$ cat src/rtl/xs3_pkg.sv
// Shared types and constants for the excess-3 / BCD word decoder.
//   state_e         : word assembly state (IDLE, COLLECT, HOLD)
//   XS3_OFFSET      : excess-3 bias subtracted from a valid xs3 code
//   XS3_MIN/XS3_MAX : legal excess-3 code range (digits 0..9)
//   BCD_MAX         : largest legal plain-BCD code
//   ERR_CNT_W       : width of the optional invalid-digit counter
package xs3_pkg;

   typedef enum logic [1:0] {
      IDLE    = 2'd0,
      COLLECT = 2'd1,
      HOLD    = 2'd2
   } state_e;

   localparam logic [3:0] XS3_OFFSET = 4'd3;
   localparam logic [3:0] XS3_MIN    = 4'b0011;
   localparam logic [3:0] XS3_MAX    = 4'b1100;
   localparam logic [3:0] BCD_MAX    = 4'd9;
   localparam int         ERR_CNT_W  = 8;

endpackage

$ cat src/rtl/xs3_digit_decode.sv
// Combinational single-digit decoder.
//   code      : 4-bit coded digit, bit 3 = MSB
//   mode      : 1 = excess-3, 0 = plain BCD
//   digit     : decoded BCD digit (0 when the code is invalid)
//   digit_err : code is outside the legal range for the selected mode
module xs3_digit_decode
   import xs3_pkg::*;
(
   input  logic [3:0] code,
   input  logic       mode,
   output logic [3:0] digit,
   output logic       digit_err
);

   always_comb begin
      digit     = 4'd0;
      digit_err = 1'b0;
      if (mode) begin
         if ((code >= XS3_MIN) && (code <= XS3_MAX)) begin
            digit = code - XS3_OFFSET;
         end else begin
            digit_err = 1'b1;
         end
      end else begin
         if (code <= BCD_MAX) begin
            digit = code;
         end else begin
            digit_err = 1'b1;
         end
      end
   end

endmodule

$ cat src/rtl/xs3_word_decoder.sv
// Receive-side word decoder: takes one coded digit per valid/ready handshake,
// decodes it (excess-3 or plain BCD, mode latched on the first digit of each
// word) and assembles NUM_DIGITS digits, first digit in the top nibble, into
// a packed BCD word with a sticky error flag, presented on a valid/ready port.
//
// Optional build macro XS3_ERR_CNT_EN adds err_cnt, a saturating count of
// every accepted invalid digit (including ones later flushed).
//
// Ports:
//   clk, rst_n            : clock, synchronous active-low reset
//   in_valid/in_ready     : digit handshake; in_mode, in_code carry the digit
//   in_flush              : drop the partially assembled word (ignored in HOLD)
//   out_valid/out_ready   : word handshake; out_word, out_err carry the word
//   err_cnt               : (XS3_ERR_CNT_EN only) invalid-digit count
//
// state   | meaning
// IDLE    | no digits held
// COLLECT | 1..NUM_DIGITS-1 digits held
// HOLD    | word complete, out_valid = 1
module xs3_word_decoder
   import xs3_pkg::*;
#(
   parameter int NUM_DIGITS = 4
) (
   input  logic                    clk,
   input  logic                    rst_n,
   input  logic                    in_valid,
   output logic                    in_ready,
   input  logic                    in_mode,
   input  logic [3:0]              in_code,
   input  logic                    in_flush,
   output logic                    out_valid,
   input  logic                    out_ready,
   output logic [4*NUM_DIGITS-1:0] out_word,
   output logic                    out_err
`ifdef XS3_ERR_CNT_EN
   ,
   output logic [ERR_CNT_W-1:0]    err_cnt
`endif
);

   localparam int W     = 4 * NUM_DIGITS;
   localparam int CNT_W = $clog2(NUM_DIGITS + 1);
   localparam logic [CNT_W-1:0] LAST_CNT = CNT_W'(NUM_DIGITS - 1);

   state_e           state_q, state_d;
   logic [CNT_W-1:0] count_q, count_d;
   logic [W-1:0]     word_q, word_d;
   logic             err_q, err_d;
   logic             mode_q, mode_d;

   logic             accept;
   logic             dec_mode;
   logic [3:0]       digit;
   logic             digit_err;

   // The first digit of a word decodes with the live mode bit; later digits
   // use the mode latched from that first digit.
   assign dec_mode = (state_q == IDLE) ? in_mode : mode_q;

   xs3_digit_decode u_dec (
      .code      (in_code),
      .mode      (dec_mode),
      .digit     (digit),
      .digit_err (digit_err)
   );

   assign in_ready  = rst_n && (state_q != HOLD);
   assign accept    = in_valid && in_ready;
   assign out_valid = (state_q == HOLD);
   assign out_word  = word_q;
   assign out_err   = err_q;

   always_comb begin
      state_d = state_q;
      count_d = count_q;
      word_d  = word_q;
      err_d   = err_q;
      mode_d  = mode_q;
      case (state_q)
         IDLE, COLLECT: begin
            // Flush wins over a simultaneous accept: that digit is dropped.
            if (in_flush) begin
               state_d = IDLE;
               count_d = '0;
               err_d   = 1'b0;
            end else if (accept) begin
               if (state_q == IDLE) begin
                  mode_d = in_mode;
                  word_d = W'(digit);
                  err_d  = digit_err;
               end else begin
                  word_d = (word_q << 4) | W'(digit);
                  err_d  = err_q | digit_err;
               end
               count_d = count_q + CNT_W'(1);
               state_d = (count_q == LAST_CNT) ? HOLD : COLLECT;
            end
         end
         HOLD: begin
            if (out_ready) begin
               state_d = IDLE;
               count_d = '0;
            end
         end
         default: begin
            state_d = IDLE;
            count_d = '0;
         end
      endcase
   end

`ifdef XS3_ERR_CNT_EN
   logic [ERR_CNT_W-1:0] err_cnt_q, err_cnt_d;

   // Counts on the accept itself, so a digit dropped by a flush still counts.
   always_comb begin
      err_cnt_d = err_cnt_q;
      if (accept && digit_err && (err_cnt_q != '1)) begin
         err_cnt_d = err_cnt_q + ERR_CNT_W'(1);
      end
   end

   assign err_cnt = err_cnt_q;
`endif

   always_ff @(posedge clk) begin
      if (!rst_n) begin
         state_q   <= IDLE;
         count_q   <= '0;
         word_q    <= '0;
         err_q     <= 1'b0;
         mode_q    <= 1'b0;
`ifdef XS3_ERR_CNT_EN
         err_cnt_q <= '0;
`endif
      end else begin
         state_q   <= state_d;
         count_q   <= count_d;
         word_q    <= word_d;
         err_q     <= err_d;
         mode_q    <= mode_d;
`ifdef XS3_ERR_CNT_EN
         err_cnt_q <= err_cnt_d;
`endif
      end
   end

endmodule
$ cat config.mk
export PLATFORM = sky130hd
export DESIGN_NAME = xs3_word_decoder
export DESIGN_NICKNAME = d
export VERILOG_FILES = /design/src/rtl/xs3_pkg.sv /design/src/rtl/xs3_digit_decode.sv /design/src/rtl/xs3_word_decoder.sv
export SDC_FILE = /design/constraint.sdc
export NUM_CORES = 1
export LEC_CHECK = 0
export ABC_AREA = 1
export CAP_MARGIN = 20
export CORE_AREA = 4 4 56 58
export DETAILED_ROUTE_END_ITERATION = 7
export DIE_AREA = 0 0 60 62
export PLACE_DENSITY = 0.83
export SETUP_SLACK_MARGIN = 0.1
export SKIP_LAST_GASP = 1
export SYNTH_ARGS = -nofsm -noshare
export SYNTH_HDL_FRONTEND = slang
export SYNTH_SLANG_ARGS = --single-unit
$ cat constraint.sdc
create_clock -name clk -period 1.64 [get_ports clk]
set_input_delay 0.328 -clock clk [delete_from_list [all_inputs] [get_ports clk]]
set_output_delay 0.328 -clock clk [all_outputs]
set_load 0.05 [all_outputs]
==> flow_metrics.env <==
export IMPL_status="complete, no violations"
export IMPL_netlist_instances=170
export IMPL_wirelength_mm=2.589
export IMPL_final_cell_mix="35 x nand2_1, 28 x buf_4, 22 x nand3_1"
export IMPL_final_cells=238
export IMPL_cp_max_fo=3
export IMPL_cp_slowest_cell="dfxtp_2"
export IMPL_cp_end_kind="output pin"
export IMPL_remaining_drc_errors=0
export IMPL_max_freq_mhz=681.0
export IMPL_antenna_cells=0
export IMPL_hold_ws_ns=0.4770
export IMPL_drive_gt1_share_pct=25.60
export IMPL_gr_total_overflow=0
export IMPL_start_kind="flop"
export IMPL_power_uw=1059
export IMPL_die_w_um=60
export IMPL_clock_sinks=23
export IMPL_portBuffers=28
export IMPL_avgSynthCellArea_um2=7.191
export IMPL_synth_seq_area_share_pct=37.67
export IMPL_peakVddDrop_v=0.0006941
export IMPL_cpMostUsedCell="inv_2"
export IMPL_place_gp_congestion=0.8741
export IMPL_crit_chain="inv_2 > nand2_4 > inv_2 > nor2_4 > buf_12"
export IMPL_synthesis_area_mm2=0.001222
export IMPL_die_y_um=62
export IMPL_p_sw_share_pct=29.01
export IMPL_die_area_mm2=0.003720
export IMPL_cts_buffer_depth=2
export IMPL_clk_latency_ns=0.31
export IMPL_grt_pass1_vias=1099
export IMPL_cap_viol_max_count=0
export IMPL_detail_route_iter0_violations=58
export IMPL_leakage_uw=0.0007494
export IMPL_hold_viol=0
export IMPL_seqPwrFrac_pct=55.1
export IMPL_cts_tree="yes"
export IMPL_root_buffer="clkbuf_4"
export IMPL_final_common_cell="nand2_1"
export IMPL_areaGrowthSynthToFinish_pct=30.09
export IMPL_grtUsageTotal_pct=15.53
export IMPL_p_comb_share_pct=20.5
export IMPL_syn_num_nets=185
export IMPL_wire_per_inst_um=10.88
export IMPL_final_area_mm2=0.001590
export IMPL_finalCritPeriodShare_pct=89.54
export IMPL_p_sw_uw=307.3
export IMPL_h_tree_depth=1
export IMPL_finClkSkew_ns=0.003190
export IMPL_placed_cell_area_mm2=0.001562
export IMPL_ioPinCount=29
export IMPL_fin_crit_ns=1.468
export IMPL_setup_violations=0
export IMPL_crit_required_ns=1.31
export IMPL_p_int_uw=752.0
export IMPL_crit_arrival_ns=1.14
export IMPL_vias_per_cell=4.803
export IMPL_cts_clk_slew_worst_paths_ns=0.12
export IMPL_worstMarginPinSlew_ns=0.2340
export IMPL_cp_slowest_stage_delay_ns=0.37
export IMPL_reg2reg_slack_ns=0.39
export IMPL_grt_pass1_wl_mm=4.512
export IMPL_num_rows=19
export IMPL_start_util_pct=45.91
export IMPL_cts_made_buffers=3
export IMPL_antenna_found_initial=0
export IMPL_ys_ff_latch=23
export IMPL_pwr_share_clk_pct=24.4
export IMPL_dp_cells=234
export IMPL_hpwl_mm=1.963
export IMPL_timing_slew_headroom_pct=84.38
export IMPL_ant_nets=0
export IMPL_synth_cell_type_count=23
export IMPL_grt_max_degree=17
export IMPL_fin_tns_setup_ns=0
export IMPL_core_area_mm2=0.002663
export IMPL_path_class="flop to output pin"
export IMPL_min_path_type="flop to flop"
export IMPL_nets=223
export IMPL_yosysWarnings=0
export IMPL_num_vias=1143
export IMPL_p_per_area_mw_per_mm2=666.1
export IMPL_rsz0062_at_grt="no"
export IMPL_slew_violations=0
export IMPL_drt_pass1_iterations=4
export IMPL_cts_setup_buffers=0
## worst max-delay path: cells and delay by family (launching register included)
kind / cells / cell delay [ns]
buf+inv: 3 / 0.27
simple gates: 2 / 0.20
flops: 1 / 0.37
## layer usage
metal | routed length [µm] | track usage (%)
met4 | 16 | 4.747
met3 | 111 | 2.893
met5 | 0 | 0
met2 | 1241 | 26.54
met1 | 1220 | 19.92
## synth_stat cells
library cell | n | area share (%)
a21oi_1 | 19 | 7.8
a21oi_2 | 1 | 0.72
buf_2 | 2 | 0.82
buf_6 | 3 | 2.8
clkbuf_1 | 1 | 0.31
clkinv_1 | 1 | 0.31
dfxtp_1 | 23 | 38
ha_1 | 5 | 5.1
inv_1 | 18 | 5.5
inv_2 | 3 | 0.92
nand2_1 | 35 | 11
nand2_2 | 3 | 1.5
nand2_4 | 3 | 2.8
nand3_1 | 22 | 9.0
nand3_4 | 1 | 1.4
nand3b_1 | 1 | 0.61
nor2_1 | 19 | 5.8
nor2_2 | 1 | 0.51
nor2_8 | 1 | 1.6
o21ai_0 | 5 | 2.0
or2_2 | 1 | 0.51
xnor2_1 | 1 | 0.72
xor2_1 | 1 | 0.72
## power by group through the flow
stage | clock (µW) | combinational [µW] | sequential, µW
6_report | 258 | 217 | 584
5_1_grt | 282 | 242 | 586
4_1_cts | 267 | 217 | 584
3_5_place_dp | 0 | 216 | 597
3_3_place_gp | 0 | 215 | 596
2_1_floorplan | 0 | 119 | 616
## state kept, by name (all words and copies together), names as in the netlist
signal,flops
mode_q,1
out_err,1
state_q,2
out_word,16
count_q,3
## metrics by stage
step / utilization, % / setup WS (ns)
after floorplan: - / 0.1182
after global placement: 58.65 / -0.1743
after detailed placement: 58.65 / -0.2301
after CTS: 59.68 / 0.1071
after global routing: 59.73 / 0.1092
final: 59.73 / 0.1716
## worst paths after layout
path                             startpoint                        end  depth (start not counted)
hold / removal    out_word[15]$_SDFFE_PN0P_  out_word[15]$_SDFFE_PN0P_                          2
setup reg to reg    state_q[0]$_SDFFE_PN0P_    count_q[2]$_SDFFE_PN0P_                          7
hold reg to reg   out_word[15]$_SDFFE_PN0P_  out_word[15]$_SDFFE_PN0P_                          2
setup / recovery    state_q[0]$_SDFFE_PN0P_                   in_ready                          5
## repair_timing
| item | in CTS | in global routing |
|---|---|---|
| pin swaps | 0 | 0 |
| resized for setup | 4 | 2 |
| endpoints found under the hold margin | 0 | 0 |
| setup endpoints to repair | 2 | 1 |
| hold buffers | 0 | 0 |
## cells by family after synthesis
kind of cell             Yosys count  synth area share (%)
AND/OR/NAND/NOR                   87                 34.60
buffers and inverters             28                 10.64
AO/OA/AOI/OAI                     25                 10.54
flip-flops                        23                 37.67
adder cells (fa/ha/maj)            5                 5.118
XOR/XNOR                           2                 1.433
## final cells by class
type                       count  area, µm²
fill                         255       1072
timing repair buffer          39      337.8
multi-input combinational    119      639.4
tap                           31      38.79
inverter                      22      83.83
clock buffer                   3      22.52
sequential                    23      462.9
clock inverter                 1      5.005
(Power assumes the default switching activity.)
